### config.mk
export PLATFORM = sky130hd
export DESIGN_NAME = pc_fetch_unit
export DESIGN_NICKNAME = d
export VERILOG_FILES = /design/src/rtl/cpu_pkg.sv /design/src/rtl/next_pc_adder.sv /design/src/rtl/pc_fetch_unit.sv
export SDC_FILE = /design/constraint.sdc
export NUM_CORES = 1
export LEC_CHECK = 0
export CAP_MARGIN = 25
export CORE_AREA = 2 2 122 124
export CTS_BUF_LIST = sky130_fd_sc_hd__clkbuf_4
export CTS_CLUSTER_DIAMETER = 80
export DETAILED_ROUTE_END_ITERATION = 7
export DIE_AREA = 0 0 124 126
export HOLD_SLACK_MARGIN = 0.03
export PLACE_DENSITY = 0.89
export RECOVER_POWER = 25
export SLEW_MARGIN = 20
export SYNTH_ARGS = -nofsm -noshare
export SYNTH_HDL_FRONTEND = slang
export SYNTH_HIERARCHICAL = 1
export SYNTH_SLANG_ARGS = --single-unit
### constraint.sdc
create_clock -name clk -period 2.3 [get_ports clk]
set_clock_uncertainty 0.1 [all_clocks]
set_input_delay 0.46 -clock clk [delete_from_list [all_inputs] [get_ports clk]]
set_output_delay 0.46 -clock clk [all_outputs]
set_load 0.02 [all_outputs]
### src/rtl/cpu_pkg.sv
// rtl/cpu_pkg.sv - shared fetch-state, PC increment and branch-encoding definitions
package cpu_pkg;

    typedef enum logic [1:0] {
        FETCH = 2'd0,
        WAIT  = 2'd1,
        HOLD  = 2'd2,
        TRAP  = 2'd3
    } fetch_state_e;

    localparam int unsigned PC_INC = 4;

    localparam logic [2:0] BR_NONE = 3'b000;
    localparam logic [2:0] BR_JAL  = 3'b001;
    localparam logic [2:0] BR_JALR = 3'b010;
    localparam logic [2:0] BR_BEQ  = 3'b100;
    localparam logic [2:0] BR_BNE  = 3'b101;
    localparam logic [2:0] BR_BLT  = 3'b110;
    localparam logic [2:0] BR_BGE  = 3'b111;

endpackage

### src/rtl/next_pc_adder.sv
// rtl/next_pc_adder.sv - combinational redirect target with JALR bit0 clear and misalign detect
module next_pc_adder
    import cpu_pkg::*;
#(
    parameter int XLEN       = 32,
    parameter bit ALIGN_TRAP = 1'b0
) (
    input  logic            pca_src,
    input  logic            pcb_src,
    input  logic [XLEN-1:0] br_pc,
    input  logic [XLEN-1:0] imm,
    input  logic [XLEN-1:0] rs1,
    output logic [XLEN-1:0] target,
    output logic            misalign
);

    logic [XLEN-1:0] base;
    logic [XLEN-1:0] offs;
    logic [XLEN-1:0] sum;

    // Select operands, add modulo 2^XLEN; without trapping, low bits are forced to word alignment
    always_comb begin
        base = pcb_src ? rs1 : br_pc;
        offs = pca_src ? imm : XLEN'(PC_INC);
        sum  = base + offs;
        if (pcb_src) begin
            sum[0] = 1'b0;
        end
        if (ALIGN_TRAP) begin
            target   = sum;
            misalign = |sum[1:0];
        end else begin
            target   = {sum[XLEN-1:2], 2'b00};
            misalign = 1'b0;
        end
    end

endmodule

### src/rtl/pc_fetch_unit.sv
// rtl/pc_fetch_unit.sv - PC register, one-outstanding fetch FSM and decode buffer (option: FETCH_MISALIGN_TRAP_EN)
module pc_fetch_unit
    import cpu_pkg::*;
#(
    parameter int              XLEN     = 32,
    parameter logic [XLEN-1:0] RESET_PC = '0
) (
    input  logic            clk,
    input  logic            rst_n,
    input  logic            br_valid,
    input  logic [XLEN-1:0] br_pc,
    input  logic            pca_src,
    input  logic            pcb_src,
    input  logic [XLEN-1:0] imm,
    input  logic [XLEN-1:0] rs1,
    output logic            imem_req_valid,
    input  logic            imem_req_ready,
    output logic [XLEN-1:0] imem_addr,
    input  logic            imem_rsp_valid,
    input  logic [31:0]     imem_rdata,
    output logic            instr_valid,
    input  logic            instr_ready,
    output logic [31:0]     instr,
`ifdef FETCH_MISALIGN_TRAP_EN
    output logic            fetch_misalign,
`endif
    output logic [XLEN-1:0] instr_pc
);

`ifdef FETCH_MISALIGN_TRAP_EN
    localparam bit TRAP_EN = 1'b1;
`else
    localparam bit TRAP_EN = 1'b0;
`endif

    fetch_state_e    state_q, state_d;
    logic [XLEN-1:0] pc_q, pc_d;
    logic            kill_q, kill_d;
    logic            instr_valid_q, instr_valid_d;
    logic [31:0]     instr_q, instr_d;
    logic [XLEN-1:0] instr_pc_q, instr_pc_d;

    logic            redirect;
    logic [XLEN-1:0] target;
    logic            target_misalign;

    assign redirect = br_valid & (pca_src | pcb_src);

    next_pc_adder #(
        .XLEN       (XLEN),
        .ALIGN_TRAP (TRAP_EN)
    ) u_next_pc_adder (
        .pca_src  (pca_src),
        .pcb_src  (pcb_src),
        .br_pc    (br_pc),
        .imm      (imm),
        .rs1      (rs1),
        .target   (target),
        .misalign (target_misalign)
    );

    // Next-state, PC and instruction-buffer update; redirects override the normal flow
    always_comb begin
        state_d    = state_q;
        pc_d       = pc_q;
        kill_d     = kill_q;
        instr_d    = instr_q;
        instr_pc_d = instr_pc_q;
        unique case (state_q)
            FETCH: begin
                if (redirect) begin
                    pc_d = target;
                end
                if (imem_req_ready) begin
                    // a request accepted alongside a redirect carries the stale pc
                    kill_d  = redirect;
                    state_d = WAIT;
                end
            end
            WAIT: begin
                if (redirect) begin
                    pc_d = target;
                    if (imem_rsp_valid) begin
                        kill_d  = 1'b0;
                        state_d = FETCH;
                    end else begin
                        kill_d = 1'b1;
                    end
                end else if (imem_rsp_valid) begin
                    if (kill_q) begin
                        kill_d  = 1'b0;
                        state_d = FETCH;
                    end else begin
                        instr_d    = imem_rdata;
                        instr_pc_d = pc_q;
                        state_d    = HOLD;
                    end
                end
            end
            HOLD: begin
                if (redirect) begin
                    pc_d    = target;
                    state_d = FETCH;
                end else if (instr_ready) begin
                    pc_d    = pc_q + XLEN'(PC_INC);
                    state_d = FETCH;
                end
            end
            default: begin
                state_d = TRAP;
            end
        endcase
        // misaligned target is only possible when trapping is built in
        if (redirect && target_misalign && (state_q != TRAP)) begin
            pc_d    = target;
            kill_d  = 1'b0;
            state_d = TRAP;
        end
        instr_valid_d = (state_d == HOLD);
    end

    // State, PC and decode-buffer registers
    always_ff @(posedge clk or negedge rst_n) begin
        if (!rst_n) begin
            state_q       <= FETCH;
            pc_q          <= RESET_PC;
            kill_q        <= 1'b0;
            instr_valid_q <= 1'b0;
            instr_q       <= '0;
            instr_pc_q    <= '0;
        end else begin
            state_q       <= state_d;
            pc_q          <= pc_d;
            kill_q        <= kill_d;
            instr_valid_q <= instr_valid_d;
            instr_q       <= instr_d;
            instr_pc_q    <= instr_pc_d;
        end
    end

    assign imem_req_valid = rst_n & (state_q == FETCH);
    assign imem_addr      = pc_q;
    assign instr_valid    = instr_valid_q;
    assign instr          = instr_q;
    assign instr_pc       = instr_pc_q;
`ifdef FETCH_MISALIGN_TRAP_EN
    assign fetch_misalign = (state_q == TRAP);
`endif

endmodule

==> results of run 1 <==
[area by class of cell]
type	instances	area, µm²	share of cell area
multi-input combinational	563	5070	0.429
timing repair buffer	412	3810	0.322
tap	184	230	0.0195
antenna	1	2.50	0.000212
clock buffer	9	67.6	0.00571
sequential	100	2500	0.212
inverter	14	52.6	0.00444
clock inverter	7	91.3	0.00772
[cells in the final DEF, fill, tap and decap left out, types with 7 or more instances in the layout]
master / n
a21o_1: 13
a21oi_1: 40
a21oi_2: 18
and2_1: 30
buf_4: 150
buf_6: 19
clkbuf_4: 10
clkdlybuf4s50_1: 195
dfrtp_1: 100
dlygate4sd2_1: 27
ha_1: 7
ha_4: 23
inv_1: 14
mux2_2: 73
mux2_4: 18
nand2_1: 59
nand2_4: 7
nand3_1: 20
nand4_1: 12
nor2_1: 29
o21a_1: 9
o21ai_0: 14
o21ai_1: 10
o21ai_2: 8
o21bai_1: 9
o22ai_1: 9
xor2_1: 7
[what timing repair did]
action,CTS,global route
gates resized for setup,148,87
endpoints found under the setup margin,94,30
buffers inserted,23,24
pin swaps,101,80
gates cloned,3,0
hold endpoints to repair,46,0
hold buffers,1,0
[registers in the layout, summed over array words and instances, names as in the netlist]
| name | flops |
|---|---|
| imem_addr | 32 |
| instr | 32 |
| instr_pc | 32 |
| instr_valid | 1 |
| kill_q | 1 |
| state_q | 2 |
[worst paths after layout]
path,startpoint,end,slack [ns],depth (start not counted)
worst max-delay path,pcb_src,imem_addr[11],-0.71,15
worst min-delay path,instr_pc[18],instr_pc[18],0.40,2
worst max register to register,imem_addr[12],imem_addr[24],-0.01,5
worst min register to register,instr_pc[18],instr_pc[18],0.40,2
max in group asynchronous,rst_n,instr_pc[28],-0.07,4
min in group asynchronous,rst_n,instr_pc[2],0.85,3
[metal layers]
layer	vias up	share of wire	wire, µm	global-route usage
met4	0	0.077	2240	0.162
met3	244	0.12	3500	0.0666
met5	-	0	0	0
met1	3703	0.33	9730	0.369
li1	3398	-	-	-
met2	729	0.47	13700	0.539
[worst reg2reg max path, stage by stage, from the launching register on]
cell     delay (ns)
dfrtp_1        0.48
and3_2         0.32
nand4_4        0.20
or3_1          0.49
o31ai_1        0.43
a21oi_1        0.15
[synthesized netlist by cell type (2+ instances only)]
library cell  count
a31oi_1           4
buf_4             5
o22ai_1          13
and3_1            5
a311oi_1          5
a21o_1           13
a22oi_1           4
buf_2             9
nand4_1          12
mux2_2           91
mux2i_1           3
o221ai_1          3
xnor2_1          16
inv_1            14
xor2_1           13
and2_1           36
a31o_2            3
nand2b_1          4
dfrtp_1         100
nand3_1          22
o211ai_1          4
o31ai_1           2
clkbuf_1         25
o32ai_1           2
buf_1             4
a21oi_1          62
or3_1             3
nor2b_1           5
a211oi_1          4
o21bai_1          9
nor2_1           33
o311ai_0          2
or4_1             2
nor4_1            2
nor3_1           11
o21a_1            9
a221o_1           4
o21ai_0          33
and4_1            2
nand2_1          68
ha_1             31
o41ai_1           3
a2bb2oi_1         3
[stage by stage]
step | setup TNS (ns) | utilization | area [µm²] | hold WS (ns) | power, W
after floorplan | -13.38 | - | 7050 | 0.0644 | 0.00674
after global placement | -75.73 | 0.729 | 10400 | 0.364 | 0.00989
after detailed placement | -78.79 | 0.729 | 10400 | 0.370 | 0.0101
after CTS | -5.11 | 0.792 | 11300 | 0.403 | 0.0114
after global routing | -33.38 | 0.826 | 11800 | 0.438 | 0.0126
final | -17.23 | 0.826 | 11800 | 0.403 | 0.0121
[cell families after synthesis]
kind of cell	synth area share
XOR/XNOR	0.0374
buffers and inverters	0.0366
adder cells (fa/ha/maj)	0.0571
AO/OA/AOI/OAI	0.188
flip-flops	0.368
AND/OR/NAND/NOR	0.157
multiplexers	0.155
other	0.000552
[power breakdown]
part / switching [W] / internal, W / total (W)
Combinational: 0.00395 / 0.00376 / 0.00771
Clock: 0.000599 / 0.000438 / 0.00104
Sequential: 0.000683 / 0.00263 / 0.00331
Total: 0.00523 / 0.00683 / 0.0121
==> impl_results.md, run 1 <==
* Status: complete, but fails checks
* Failing checks: negative setup slack
* Number of global-route vias before repair at 7608
* Worst Setup Start Kind: primary input
* Measured slew at the worst slew-check pin at ~1.2 ns
* Mapped Cells at 719
* DR pass1 iterations at 7
* Worst-Skew Late Latency at 0.46 ns
* HPWL Detailed at 16600 µm
* I/O Pins at roughly 230
* Fmax at roughly 330 MHz
* Max-slew violations at 0
* Dpl ws at -1.44 ns
* Area contributors post-synth: dfrtp_1 37%, mux2_2 15%, ha_1 5.7%
* Detailed Route Iter0 Violations at approximately 730
* Worst-path clk slew at ~0.16 ns
* Max_cap viols at 0
* Synth Area per Inst at 9.45 µm²
* CTS H-Tree Depth at 3
* I/O Buffers at 233
* Cell Pwr Density at 1020 nW/µm²
* RSZ-0062 raised after global routing: true
* Critical Path AT at 3.30 ns
* Share of layout cells above drive strength 1 at 0.374
* Die Y at roughly 130 µm
* Via density at 6.26
* CP Data Required Time at 2.59 ns
* CP max stage cell: xor2_1
* Final ANT Viol Nets at 0
* Core area at between 10000 and 15000 µm²
* CTS root buf: clkbuf_4
* CP max stage delay at roughly 0.36 ns
* Crit path time final at ~3.0 ns
* Cell taking the most area after synthesis: dfrtp_1
* Final Cycle Share at 1.31
* Max_slew headroom at 0.218
* Total congestion overflow at 0
* Initial Util at 0.475
* DP Cell Count at 1235
* GRT Total Usage at 0.315
* Via count at 8074
* CTS Buf Count at 9
* Drt wl/cell at 22.6 µm
* Die Span X at 124 µm
* Synth cell types at between 60 and 70
* Area Overhead vs Synth at 74.0%
* Register area share after synthesis at 0.368
* Rows at 44
* WP buf/inv at 4
* Yosys top cell area share at 0.368
* CTS max path bufs at 2
* Synth warn at 6
* RePlAce Congestion at about 0.96
* EDFF count, synth at 0
* Final nets at between 1000 and 1500
* Post-Syn Area at approximately 6800 µm²
* TritonCTS Sinks at 100
* Min-delay worst type: reg -> reg
* Worst path cell trace: buf_12 -> buf_12 -> mux2_4 -> ha_4 -> nand4_1 -> o21ai_2 -> buf_4 -> a21oi_4 -> buf_6 -> o21ai_4 -> a21oi_4 -> o21bai_1 -> xor2_1 -> o22ai_1 -> a2bb2oi_1
* Endpoint class of the critical path: flop
* Largest net degree at the start of global routing at 55
* Crit path max-delay family: compound AO/OA/AOI/OAI gates
* Pleak at 5.10 nW
* Async S/R FF share, synth at 1.00
* # fillers at around 730
* CP max FO at 8
* Die area at 15600 µm²
* Post-route setup slack at -0.708 ns
* Post-synth top flop: dfrtp_1
* Initial antenna violation count at 1
* Final Hold Viols at 0
* Non-filler instance count after layout at 1290
* Maximum resistive drop on vdd at 0.438 mV
* DRC violations left at 0
* Final setup fails at 126
* CTS tree: built
* Global-route wire length before repair at 38600 µm
* Routed wire length at between 20000 and 30000 µm
* WS Path Type: in -> reg
* #FFs+latches synth at 100
No activity file was read; power rests on OpenSTA's default activity.
==> inputs of run 2 (changes only) <==
--- a/config.mk
+++ b/config.mk
@@ -7,13 +7,13 @@
 export LEC_CHECK = 0
 export CAP_MARGIN = 25
 export CORE_AREA = 2 2 122 124
-export CTS_BUF_LIST = sky130_fd_sc_hd__clkbuf_4
+export CTS_BUF_LIST = sky130_fd_sc_hd__clkbuf_2 sky130_fd_sc_hd__clkbuf_4 sky130_fd_sc_hd__clkbuf_8
 export CTS_CLUSTER_DIAMETER = 80
 export DETAILED_ROUTE_END_ITERATION = 7
 export DIE_AREA = 0 0 124 126
-export HOLD_SLACK_MARGIN = 0.03
 export PLACE_DENSITY = 0.89
 export RECOVER_POWER = 25
+export SKIP_CTS_REPAIR_TIMING = 1
 export SLEW_MARGIN = 20
 export SYNTH_ARGS = -nofsm -noshare
 export SYNTH_HDL_FRONTEND = slang
==> impl_results.md, run 2 (synthesis gave the netlist of run 1 again) <==
* Status: complete, but fails checks (unchanged)
* Failing checks: negative setup slack (unchanged)
* CTS tree: built (unchanged)
* Die area at 15600 µm² (unchanged)
* DRC violations left at 0 (unchanged)
* Initial antenna violation count at 0 (was 1)
* Core area at 14300 µm² (unchanged)
* Maximum resistive drop on vdd at 0.452 mV (was 0.438 mV)
* CP max stage delay at 0.42 ns (was 0.36 ns)
* Placed cell areas at 10400 µm² (unchanged)
* I/O Pins at 234 (unchanged)
* I/O Buffers at 233 (unchanged)
* Cell Pwr Density at 1030 nW/µm² (was 1020 nW/µm²)
* Detailed Route Iter0 Violations at 510 (was 729)
* Worst-Skew Late Latency at 0.37 ns (was 0.46 ns)
* Final setup fails at 29 (was 126)
* Critical Path AT at 3.10 ns (was 3.30 ns)
* DR pass1 iterations at 7 (unchanged)
* Post-route setup slack at -0.644 ns (was -0.708 ns)
* RSZ-0062 raised after global routing: true (unchanged)
* Final ANT Viol Nets at 0 (unchanged)
* Worst-path clk slew at 0.10 ns (was 0.16 ns)
* CTS Buf Count at 9 (unchanged)
* TritonCTS Sinks at 100 (unchanged)
* Worst path cell trace: buf_12 -> buf_12 -> mux2_4 -> ha_4 -> nand4_1 -> o21ai_2 -> nand3_2 -> a311oi_4 -> o31ai_4 -> o41ai_2 -> xnor2_1 -> a22oi_1 -> o21ai_1 (was buf_12 -> buf_12 -> mux2_4 -> ha_4 -> nand4_1 -> o21ai_2 -> buf_4 -> a21oi_4 -> buf_6 -> o21ai_4 -> a21oi_4 -> o21bai_1 -> xor2_1 -> o22ai_1 -> a2bb2oi_1)
* Fmax at 340 MHz (was 332 MHz)
* Via count at 7705 (was 8074)
* Crit path max-delay family: compound AO/OA/AOI/OAI gates (unchanged)
* Area Overhead vs Synth at 71.2% (was 74.0%)
* Worst Setup Start Kind: primary input (unchanged)
* Rows at 44 (unchanged)
* ANT cells at 0 (was 1)
* WS Path Type: in -> reg (unchanged)
* Drt wl/cell at 20.8 µm (was 22.6 µm)
* CP max stage cell: a311oi_4 (was xor2_1)
* Initial Util at 0.475 (unchanged)
* Setup TNS at -12.15 ns (was -17.23 ns)
* WP buf/inv at 2 (was 4)
* CTS root buf: clkbuf_8 (was clkbuf_4)
* Final Hold Viols at 0 (unchanged)
* Routed wire length at 26400 µm (was 29100 µm)
* DP Cell Count at 1235 (unchanged)
* Min-delay worst type: reg -> reg (unchanged)
* CP most frequent cell: buf_12
* Pleak at 5.16 nW (was 5.10 nW)
* CP max FO at 8 (unchanged)
* Number of global-route vias before repair at 6939 (was 7608)
* Crit path time final at 2.94 ns (was 3.01 ns)
* GRT Total Usage at 0.267 (was 0.315)
* Final Cycle Share at 1.28 (was 1.31)
* Largest net degree at the start of global routing at 55 (unchanged)
* Endpoint class of the critical path: flop (unchanged)
* CP Data Required Time at 2.46 ns (was 2.59 ns)
* Non-filler instance count after layout at 1272 (was 1290)
* Share of layout cells above drive strength 1 at 0.350 (was 0.374)
* Design area at 11600 µm² (was 11800 µm²)
* Die Span X at 124 µm (unchanged)
* CTS H-Tree Depth at 3 (unchanged)
* Most frequent cells in the layout: 202 x clkdlybuf4s50_1, 145 x buf_4, 100 x dfrtp_1, 74 x mux2_2, 59 x nand2_1 (was 195 x clkdlybuf4s50_1, 150 x buf_4, 100 x dfrtp_1, 73 x mux2_2, 59 x nand2_1)
* Max_cap viols at 0 (unchanged)
* Max-slew violations at 0 (unchanged)
* Final nets at 1250 (was 1267)
* Measured slew at the worst slew-check pin at 1.20 ns (was 1.17 ns)
* Total congestion overflow at 0 (unchanged)
* Die Y at 126 µm (unchanged)
* RePlAce Congestion at 0.956 (unchanged)
* HPWL Detailed at 16600 µm (unchanged)
* Leading cell type in the layout, fill and taps excluded: clkdlybuf4s50_1 (unchanged)
* CTS max path bufs at 2 (unchanged)
* Max_slew headroom at 0.201 (was 0.218)
* Global-route wire length before repair at 33500 µm (was 38600 µm)
* Via density at 6.06 (was 6.26)
[run 2: tightest hold or removal path, delay by kind of cell (launching register included)]
| kind | cells | cell delay (ns) |
|---|---|---|
| flip-flops | 1 | 0.35 |
| AO/OA/AOI/OAI | 1 | 0.06 |
| AND/OR/NAND/NOR | 1 | 0.05 |
[run 2: report_power, final]
group / internal (W) / switching, W
Combinational: 0.00370 / 0.00376
Sequential: 0.00264 / 0.000655
Clock: 0.000643 / 0.000616
[run 2: layer usage]
layer	up-vias	wire length, µm	GRT usage	share of wire
met5	-	0	0	0
met4	0	1160	0.0747	0.044
met3	125	2730	0.0471	0.10
met2	572	13100	0.465	0.50
met1	3649	9390	0.337	0.36
li1	3359	-	-	-
[run 2: cell type report]
cell class / count / area (µm²)
well taps: 184 / 230
multi-input cells: 563 / 4870
clock inverters: 6 / 87.6
clock buffers: 10 / 138
fillers: 760 / 2680
repair buffers: 395 / 3750
flip-flops and latches: 100 / 2500
inverters: 14 / 52.6
[run 2: path summary, 6_finish.rpt]
kind                              start       endpoint  slack (ns)  cells after the start
max                             pcb_src  imem_addr[31]       -0.64                     13
min                        instr_pc[24]   instr_pc[24]        0.39                      2
max reg2reg                  state_q[1]  imem_addr[15]        0.14                      7
min reg2reg                instr_pc[24]   instr_pc[24]        0.39                      2
max in group asynchronous         rst_n  imem_addr[30]        0.38                      3
min in group asynchronous         rst_n    instr_pc[9]        0.40                      2
[run 2: metrics by stage]
stage / hold WS, ns / utilization / power, W / setup slack, ns
after floorplan: 0.0644 / - / 0.00674 / -0.794
after global placement: 0.364 / 0.729 / 0.00989 / -1.30
after detailed placement: 0.370 / 0.729 / 0.0101 / -1.44
after CTS: 0.126 / 0.745 / 0.0114 / -1.06
after global routing: 0.426 / 0.813 / 0.0126 / -0.684
final: 0.393 / 0.813 / 0.0120 / -0.644
==> inputs of run 3 (changes only) <==
--- a/config.mk
+++ b/config.mk
@@ -5,7 +5,6 @@
 export SDC_FILE = /design/constraint.sdc
 export NUM_CORES = 1
 export LEC_CHECK = 0
-export CAP_MARGIN = 25
 export CORE_AREA = 2 2 122 124
 export CTS_BUF_LIST = sky130_fd_sc_hd__clkbuf_2 sky130_fd_sc_hd__clkbuf_4 sky130_fd_sc_hd__clkbuf_8
 export CTS_CLUSTER_DIAMETER = 80
==> results of run 3 <==
Final layout, timing and power as in run 2 (identical DEF).
